[src/rtl/clock_meter_mc.sv]
// clock_meter_mc: multi-channel edge counter for frequency and event metering.
// Each asynchronous channel input is synchronised into clk_i and edge-detected.
// Edges are counted over a gate window of GATE_CYCLES clock cycles.
// Per-channel results, saturation and stuck flags are published together
// with a single-cycle valid strobe, and they hold until the next window ends.

module clock_meter_mc #(
    parameter int CH_NUM      = 4,
    parameter int CNT_WIDTH   = 32,
    parameter int GATE_CYCLES = 100000,
    parameter int SYNC_STAGES = 2
) (
    input  logic                          clk_i,
    input  logic                          a_rst_n_i,
    input  logic                          start_i,
    input  logic                          cont_i,
    input  logic [CH_NUM-1:0]             edge_both_i,
    input  logic [CH_NUM-1:0]             msr_i,
    output logic                          busy_o,
    output logic                          msr_vld_o,
    output logic [CH_NUM*CNT_WIDTH-1:0]   msr_val_o,
    output logic [CH_NUM-1:0]             ovf_o,
    output logic [CH_NUM-1:0]             stuck_o
);

    localparam int                    GATE_W    = (GATE_CYCLES > 2) ? $clog2(GATE_CYCLES) : 1;
    localparam logic [GATE_W-1:0]     GATE_LAST = GATE_W'(GATE_CYCLES - 1);
    localparam logic [CNT_WIDTH-1:0]  CNT_MAX   = '1;

    typedef enum logic {
        ST_IDLE,
        ST_GATE
    } state_t;

    state_t                 r_state;
    state_t                 w_nextState;

    logic [CH_NUM-1:0]      r_sync [SYNC_STAGES];
    logic [CH_NUM-1:0]      r_prev;
    logic [CH_NUM-1:0]      w_syncOut;
    logic [CH_NUM-1:0]      w_rise;
    logic [CH_NUM-1:0]      w_edge;

    logic [GATE_W-1:0]      r_gateCnt;
    logic                   w_startWin;
    logic                   w_winEnd;

    logic [CNT_WIDTH-1:0]   r_cnt     [CH_NUM];
    logic [CNT_WIDTH:0]     w_sum     [CH_NUM];
    logic [CNT_WIDTH-1:0]   w_cntNext [CH_NUM];
    logic [CH_NUM-1:0]      w_hit;
    logic [CH_NUM-1:0]      w_zero;
    logic [CH_NUM-1:0]      r_ovfSt;

    logic                   r_msrVld;
    logic [CH_NUM*CNT_WIDTH-1:0] r_msrVal;
    logic [CH_NUM-1:0]      r_ovf;
    logic [CH_NUM-1:0]      r_stuck;

    // Synchroniser chain per channel plus one extra stage used for edge detection
    always_ff @(posedge clk_i or negedge a_rst_n_i) begin
        if (!a_rst_n_i) begin
            for (int i = 0; i < SYNC_STAGES; i++) begin
                r_sync[i] <= '0;
            end
            r_prev <= '0;
        end else begin
            r_sync[0] <= msr_i;
            for (int i = 1; i < SYNC_STAGES; i++) begin
                r_sync[i] <= r_sync[i-1];
            end
            r_prev <= r_sync[SYNC_STAGES-1];
        end
    end

    // Edge pulse: rising always, falling too on channels configured for both edges
    always_comb begin
        w_syncOut = r_sync[SYNC_STAGES-1];
        w_rise    = w_syncOut & ~r_prev;
        w_edge    = w_rise | (edge_both_i & (w_syncOut ^ r_prev));
    end

    // FSM state register
    always_ff @(posedge clk_i or negedge a_rst_n_i) begin
        if (!a_rst_n_i) begin
            r_state <= ST_IDLE;
        end else begin
            r_state <= w_nextState;
        end
    end

    // Next-state logic: start only from IDLE, leave GATE at window end unless continuous
    always_comb begin
        w_nextState = r_state;
        w_startWin  = 1'b0;
        w_winEnd    = 1'b0;
        case (r_state)
            ST_IDLE: begin
                if (start_i) begin
                    w_startWin  = 1'b1;
                    w_nextState = ST_GATE;
                end
            end
            ST_GATE: begin
                if (r_gateCnt == GATE_LAST) begin
                    w_winEnd = 1'b1;
                    if (!cont_i) begin
                        w_nextState = ST_IDLE;
                    end
                end
            end
            default: w_nextState = ST_IDLE;
        endcase
    end

    // Saturating next count per channel; the final-cycle edge is folded into the result
    always_comb begin
        w_hit  = '0;
        w_zero = '0;
        for (int n = 0; n < CH_NUM; n++) begin
            w_sum[n]     = {1'b0, r_cnt[n]} + {{CNT_WIDTH{1'b0}}, w_edge[n]};
            w_cntNext[n] = w_sum[n][CNT_WIDTH-1:0];
            if (w_sum[n] >= {1'b0, CNT_MAX}) begin
                w_cntNext[n] = CNT_MAX;
                w_hit[n]     = 1'b1;
            end
            w_zero[n] = (w_cntNext[n] == '0);
        end
    end

    // Gate counter, channel counters and result publication
    always_ff @(posedge clk_i or negedge a_rst_n_i) begin
        if (!a_rst_n_i) begin
            r_gateCnt <= '0;
            for (int n = 0; n < CH_NUM; n++) begin
                r_cnt[n] <= '0;
            end
            r_ovfSt  <= '0;
            r_msrVld <= 1'b0;
            r_msrVal <= '0;
            r_ovf    <= '0;
            r_stuck  <= '0;
        end else begin
            r_msrVld <= 1'b0;
            if (w_startWin) begin
                r_gateCnt <= '0;
                for (int n = 0; n < CH_NUM; n++) begin
                    r_cnt[n] <= '0;
                end
                r_ovfSt <= '0;
            end else if (r_state == ST_GATE) begin
                if (w_winEnd) begin
                    r_gateCnt <= '0;
                    for (int n = 0; n < CH_NUM; n++) begin
                        r_msrVal[n*CNT_WIDTH +: CNT_WIDTH] <= w_cntNext[n];
                        r_cnt[n] <= '0;
                    end
                    r_ovf    <= r_ovfSt | w_hit;
                    r_stuck  <= w_zero;
                    r_ovfSt  <= '0;
                    r_msrVld <= 1'b1;
                end else begin
                    r_gateCnt <= r_gateCnt + GATE_W'(1);
                    for (int n = 0; n < CH_NUM; n++) begin
                        r_cnt[n] <= w_cntNext[n];
                    end
                    r_ovfSt <= r_ovfSt | w_hit;
                end
            end
        end
    end

    assign busy_o    = (r_state == ST_GATE);
    assign msr_vld_o = r_msrVld;
    assign msr_val_o = r_msrVal;
    assign ovf_o     = r_ovf;
    assign stuck_o   = r_stuck;

endmodule

[config.mk]
export PLATFORM = sky130hd
export DESIGN_NAME = clock_meter_mc
export DESIGN_NICKNAME = d
export VERILOG_FILES = /design/src/rtl/clock_meter_mc.sv
export SDC_FILE = /design/constraint.sdc
export NUM_CORES = 1
export LEC_CHECK = 0
export ABC_AREA = 1
export CAP_MARGIN = 10
export CELL_PAD_IN_SITES_DETAIL_PLACEMENT = 1
export CELL_PAD_IN_SITES_GLOBAL_PLACEMENT = 1
export CORE_MARGIN = 8
export CORE_UTILIZATION = 39
export DETAILED_ROUTE_END_ITERATION = 6
export PLACE_DENSITY = 0.77
export SKIP_CTS_REPAIR_TIMING = 1
export SYNTH_ARGS = -nofsm -noshare
export SYNTH_HDL_FRONTEND = slang
export SYNTH_SLANG_ARGS = --single-unit
[constraint.sdc]
create_clock -name clk_i -period 4.4 [get_ports clk_i]
set_clock_uncertainty 0.05 [all_clocks]
set_input_delay 0.44 -clock clk_i [delete_from_list [all_inputs] [get_ports clk_i]]
set_output_delay 0.44 -clock clk_i [all_outputs]
set_load 0.1 [all_outputs]
== Word-level counts from Yosys, hierarchy flattened ==
Cells that the tools add are included.
Word-level totals
  register bits: 299
  input port bits: 12
  output and inout bits: 138
  word-level logic and storage cells: 65
Operators by class
  $add $sub $neg: 5
  $lt $le $gt $ge: 4
  eq/ne operators: 1
  mux-type cells: 27
  bitwise logic cells: 8
  reductions and logical operators: 6
Operators by type and width (number)
  two-way mux 128 bit: 3
  adder 32 x 1 -> 33 bit: 4
  >= comparator 33 x 32 -> 1 bit (second input constant): 4
  logical NOT 32 bit: 4
  two-way mux 32 bit: 4
  two-way mux 17 bit: 3
  adder 17 x 1 -> 17 bit (second input constant): 1
  equality test 17 bit (second input constant): 1
  two-way mux 1 bit: 13
  two-way mux 4 bit: 3
  bitwise AND 4 bit: 2
  bitwise OR 4 bit: 2
  NOT 4 bit: 1
  bitwise XOR 4 bit: 1
  AND reduction 3 bit: 1
  NOT 1 bit: 2
  case mux 1 bit (2 select lines): 1
  nonzero test 2 bit: 1

== Logic depth before layout (Yosys ltp) ==
  depth after elaboration: 10
  mapped depth: 22
  mapped depth without buffers: 22

== Least setup slack after synthesis ==
No wires, ideal clock.
  kind: flip-flop to flip-flop
  start point: register r_sync, in the netlist w_syncOut[2]
  end point: register r_cnt[56] (netlist bit)
  setup time: 0.141 ns
  data arrival time: 2.621 ns
  required time: 4.209 ns
  path slack: 1.588 ns
  stages on the path, launching flop included: 18
  buffers on the path: 1
  period minus slack after synthesis: 2.812 ns
  path through: dfrtp_1 > ha_1 > o21bai_1 > ha_1 > ha_1 > nand2_1 > nor2_4 > nand2_2 > nor2_4 > nand2_1 > xor2_1 > nand3_1 > nor2_1 > nand3_1 > nand2_2 > buf_4 > a21oi_1 > o22ai_1
On the way
  cells in the longest elaborated chain, start to end: 9
  elaborated cells between the ends (all ways): 10
  classes of those cells: 1 x add/sub; 1 x order compare; 4 x mux; 4 x bitwise
RTL lines
  start, declared: line 38  | logic [CH_NUM-1:0] r_sync [SYNC_STAGES];
  start signal, assigned by index: line 70  | r_sync[i] <= r_sync[i-1];
  bitwise XOR 4 bit: line 80  | w_edge = w_rise | (edge_both_i & (w_syncOut ^ r_prev));
  bitwise AND 4 bit: line 80
  bitwise OR 4 bit *: line 80
  adder 32 x 1 -> 33 bit *: line 121  | w_sum[n] = {1'b0, r_cnt[n]} + {{CNT_WIDTH{1'b0}}, w_edge[n]};
  >= comparator 33 x 32 -> 1 bit: line 123  | if (w_sum[n] >= {1'b0, CNT_MAX}) begin
  two-way mux 32 bit *: line 123
  two-way mux 128 bit *: line 152  | if (w_winEnd) begin
  two-way mux 128 bit *: line 151  | end else if (r_state == ST_GATE) begin
  two-way mux 128 bit *: line 145  | if (w_startWin) begin
  end signal, assigned by index: line 165  | r_cnt[n] <= w_cntNext[n];
  end, declared: line 48  | logic [CNT_WIDTH-1:0] r_cnt [CH_NUM];
Mark *: on every way between the ends. The rest lies on a longest branch, timed or not. The select of a mux whose other input is x is not followed.
A chain may end at the register's enable or synchronous reset.

== Worst setup path in the final report ==
  start point: register r_sync, in the netlist w_syncOut[1]
  end point: register r_msrVal[47] (netlist: msr_val_o[47])
On the way
  cells in the longest elaborated chain, start to end: 6
  elaborated cells between the ends (all ways): 7
  classes of those cells: 1 x add/sub; 1 x order compare; 1 x mux; 4 x bitwise
RTL lines
  bitwise XOR 4 bit: line 80
  bitwise AND 4 bit: line 80
  bitwise OR 4 bit *: line 80
  adder 32 x 1 -> 33 bit *: line 121
  >= comparator 33 x 32 -> 1 bit: line 123
  two-way mux 32 bit *: line 123
  end signal, assigned by index: line 155  | r_msrVal[n*CNT_WIDTH +: CNT_WIDTH] <= w_cntNext[n];
  end, declared: line 56  | logic [CH_NUM*CNT_WIDTH-1:0] r_msrVal;
Mark *: on every way between the ends. The rest lies on a longest branch, timed or not.

==> summary.txt <==
Clocking
  – Num CTS Buffers: 37
  – Reg clk slew, reported paths: 50 ps
  – Sink Count: roughly 300
  – TritonCTS clock tree: built
  – Latest clock arrival within the worst-skew pair: ~560 ps
  – CTS root buf: clkbuf_16
  – H-Tree Depth: 2
  – Clk buf depth: 3

Detailed routing
  – # DRC: 0
  – WL/cell: ~18 um
  – Pre-antenna DRT Iters: 5
  – Antenna viol nets, final: 0
  – Final wirelength: 56200 um
  – Total number of vias: 16004
  – DR vias/cell: about 5.2
  – Violation count after the first detailed-route iteration: 854

Logic synthesis
  – Predominant post-synthesis flop cell: dfrtp_1
  – Mapped Cells: 2360
  – Mux cell area share after synthesis: 0
  – Post-synth top area share: 0.448
  – Post-Synth Adder-Cell Area: 0.00973
  – Synth Cell Area: about 17000 sq um
  – Post-synth top area cell: dfrtp_1
  – XOR/XNOR Fraction of Synth Area: 0.0173
  – Post-synth EDFFs: 0
  – Synthesized flop and latch total: between 200 and 300
  – Synth Area in Simple Gates: 0.324
  – Cell variety after synth: 35
  – Main combinational cell family by area after synthesis: simple AND/OR/NAND/NOR gates
  – Post-Syn Nets: between 2000 and 2500
  – Top-count cell post-synth: nand2_1
  – Post-synthesis compound-gate area fraction: 0.113
  – Commonest cells in the netlist: nand2_1 (685), nor2_1 (389), dfrtp_1 (299)
  – Yosys warns: 0
  – Synth top area cells: dfrtp_1 (45%), nand2_1 (15%), nor2_1 (8.7%)
  – Syn avg cell area: roughly 7 sq um
  – Sequential share of the synthesized area: 0.448
  – Ys async rst share: 1.00

Worst setup path
  – CP delay by family, top: simple AND/OR/NAND/NOR gates
  – Slowest CP cell: dfrtp_1
  – Crit start category: register
  – Critical Path End Type: register
  – Critical Path AT: 4170 ps
  – Critical setup path kind: register to register
  – Crit path buf inv count: 1
  – Cell mode on critical path: nand2_1
  – Number of cells on the critical path: 19
  – Worst-path cell chain: ha_1, o21bai_1, ha_1, ha_1, nand2_1, nor2_2, nand2_1, nor2_2, nand2_1, nand2_1, nand3_1, nor2_1, nand3_1, nor2_1, nand2_1, nand2_2, buf_12, nor2_1, o21ai_0
  – Worst Path Required: 4810 ps
  – R2r worst-path depth: 19
  – CP max stage delay: between 300 and 400 ps
  – Crit-path max FO: 19

GRT
  – Initial antenna violation count: 0
  – Largest net degree at the start of global routing: 183
  – Remaining Overflow, GRT: 0
  – First-pass GRT wire length: slightly above 90000 um
  – Total Routing Usage GR: 0.224
  – Vias in the first global route: 16972

Pwr
  – Power Density: 408 nW/um^2
  – Leak: slightly above 0.009 uW
  – Peak supply drop: approximately 0.00027 V

Cells and area
  – Share of cells above drive strength 1: 0.0457
  – Post-layout util: 0.467
  – Antenna cell count: 0
  – Design Area, Final: between 15000 and 20000 sq um
  – Area growth syn-to-layout: 19.2%
  – Layout net count: 2516

STA
  – Slew of the pin with the lowest slew margin: around 1100 ps
  – Final setup fails: 0
  – RSZ-0062 raised after global routing: no
  – Period utilisation layout: 0.853
  – FMAX: ~0.27 GHz
  – Setup WS post-layout: 645 ps
  – Worst hold margin: 281 ps
  – Setup TNS: 0 ps
  – Slew Viols, Final: 0
  – Relative slew slack: 0.265
  – Hold Fails Final Rpt: 0
  – Tmin final: ~3800 ps

Die
  – Die footprint: approximately 50000 sq um
  – DIE HEIGHT: 223 um
  – Die W: roughly 220 um
  – Initial cell density of the core: 0.391
  – I/O Pins: 150
  – Row cnt: 76
  – Core Region: 42700 sq um

Place
  – DP HPWL: ~41000 um
  – Port Buffer Count: 149
  – Placed cell area: 18700 sq um
  – Place WS: between 300 and 400 ps
  – Routability cong.: approximately 0.9

Worst hold path
  – Hold path cells: 1
  – Hold Crit Class: input pin to register

Run status
  – Status: finished, final reports clean

Run
  – Maxcap violations: 0
[logic make-up after synthesis]
logic type      Yosys count
simple gates           1313
buf+inv                 364
compound gates          338
flops                   299
xor+xnor                 33
fa+ha+maj                13
[registers in the layout, summed over array words and instances (netlist names)]
signal,flops
msr_val_o,128
r_cnt,128
r_gateCnt,17
ovf_o,4
r_ovfSt,4
r_prev,4
r_sync,4
stuck_o,4
w_syncOut,4
busy_o,1
msr_vld_o,1
[cells in the final DEF, fill, tap and decap left out, types with 32 or more instances in the layout]
| master | n |
|---|---|
| clkdlybuf4s50_1 | 148 |
| nand2_1 | 685 |
| inv_1 | 288 |
| nand3_1 | 124 |
| dfrtp_1 | 299 |
| nand4_1 | 33 |
| clkbuf_16 | 39 |
| nor2_1 | 388 |
| o21ai_1 | 92 |
| o21ai_0 | 87 |
| xor2_1 | 32 |
| o22ai_1 | 124 |
[final timing paths]
check	end	slack (ps)	start
min reg2reg	w_syncOut[0]	300	r_sync[4]
min	r_sync[6]	280	msr_i[2]
min in group asynchronous	msr_val_o[108]	440	a_rst_n_i
max	msr_val_o[47]	640	w_syncOut[1]
max reg2reg	msr_val_o[47]	640	w_syncOut[1]
max in group asynchronous	r_cnt[116]	2760	a_rst_n_i
[per-layer routing]
layer	share of wire	vias up	track usage
met1	0.46	7827	0.294
met4	0.021	0	0.0563
met3	0.040	74	0.0394
met2	0.48	268	0.377
met5	0	-	0
li1	-	7835	-
[power by group]
part | internal, uW | total [uW] | switching (uW) | leakage, uW
Clock | 1840 | 3060 | 1220 | 0.000579
Combinational | 537 | 1670 | 1130 | 0.00525
Sequential | 3050 | 3400 | 346 | 0.00328
Total | 5440 | 8130 | 2690 | 0.00911
[stage by stage]
stage | cells | power (uW)
after floorplan | 2360 | 4550
after global placement | 2997 | 5020
after detailed placement | 2997 | 5100
after CTS | 3060 | 8220
after global routing | 3061 | 8600
final | 3061 | 8130
[final cells by class]
type / instances / area, sq um
clock inverter: 9 / 126
sequential: 299 / 7480
timing repair buffer: 165 / 1680
fill: 5396 / 22800
clock buffer: 54 / 1060
multi-input combinational: 1697 / 7790
tap: 546 / 683
inverter: 291 / 1090
Power figures use the tool's default switching activity.
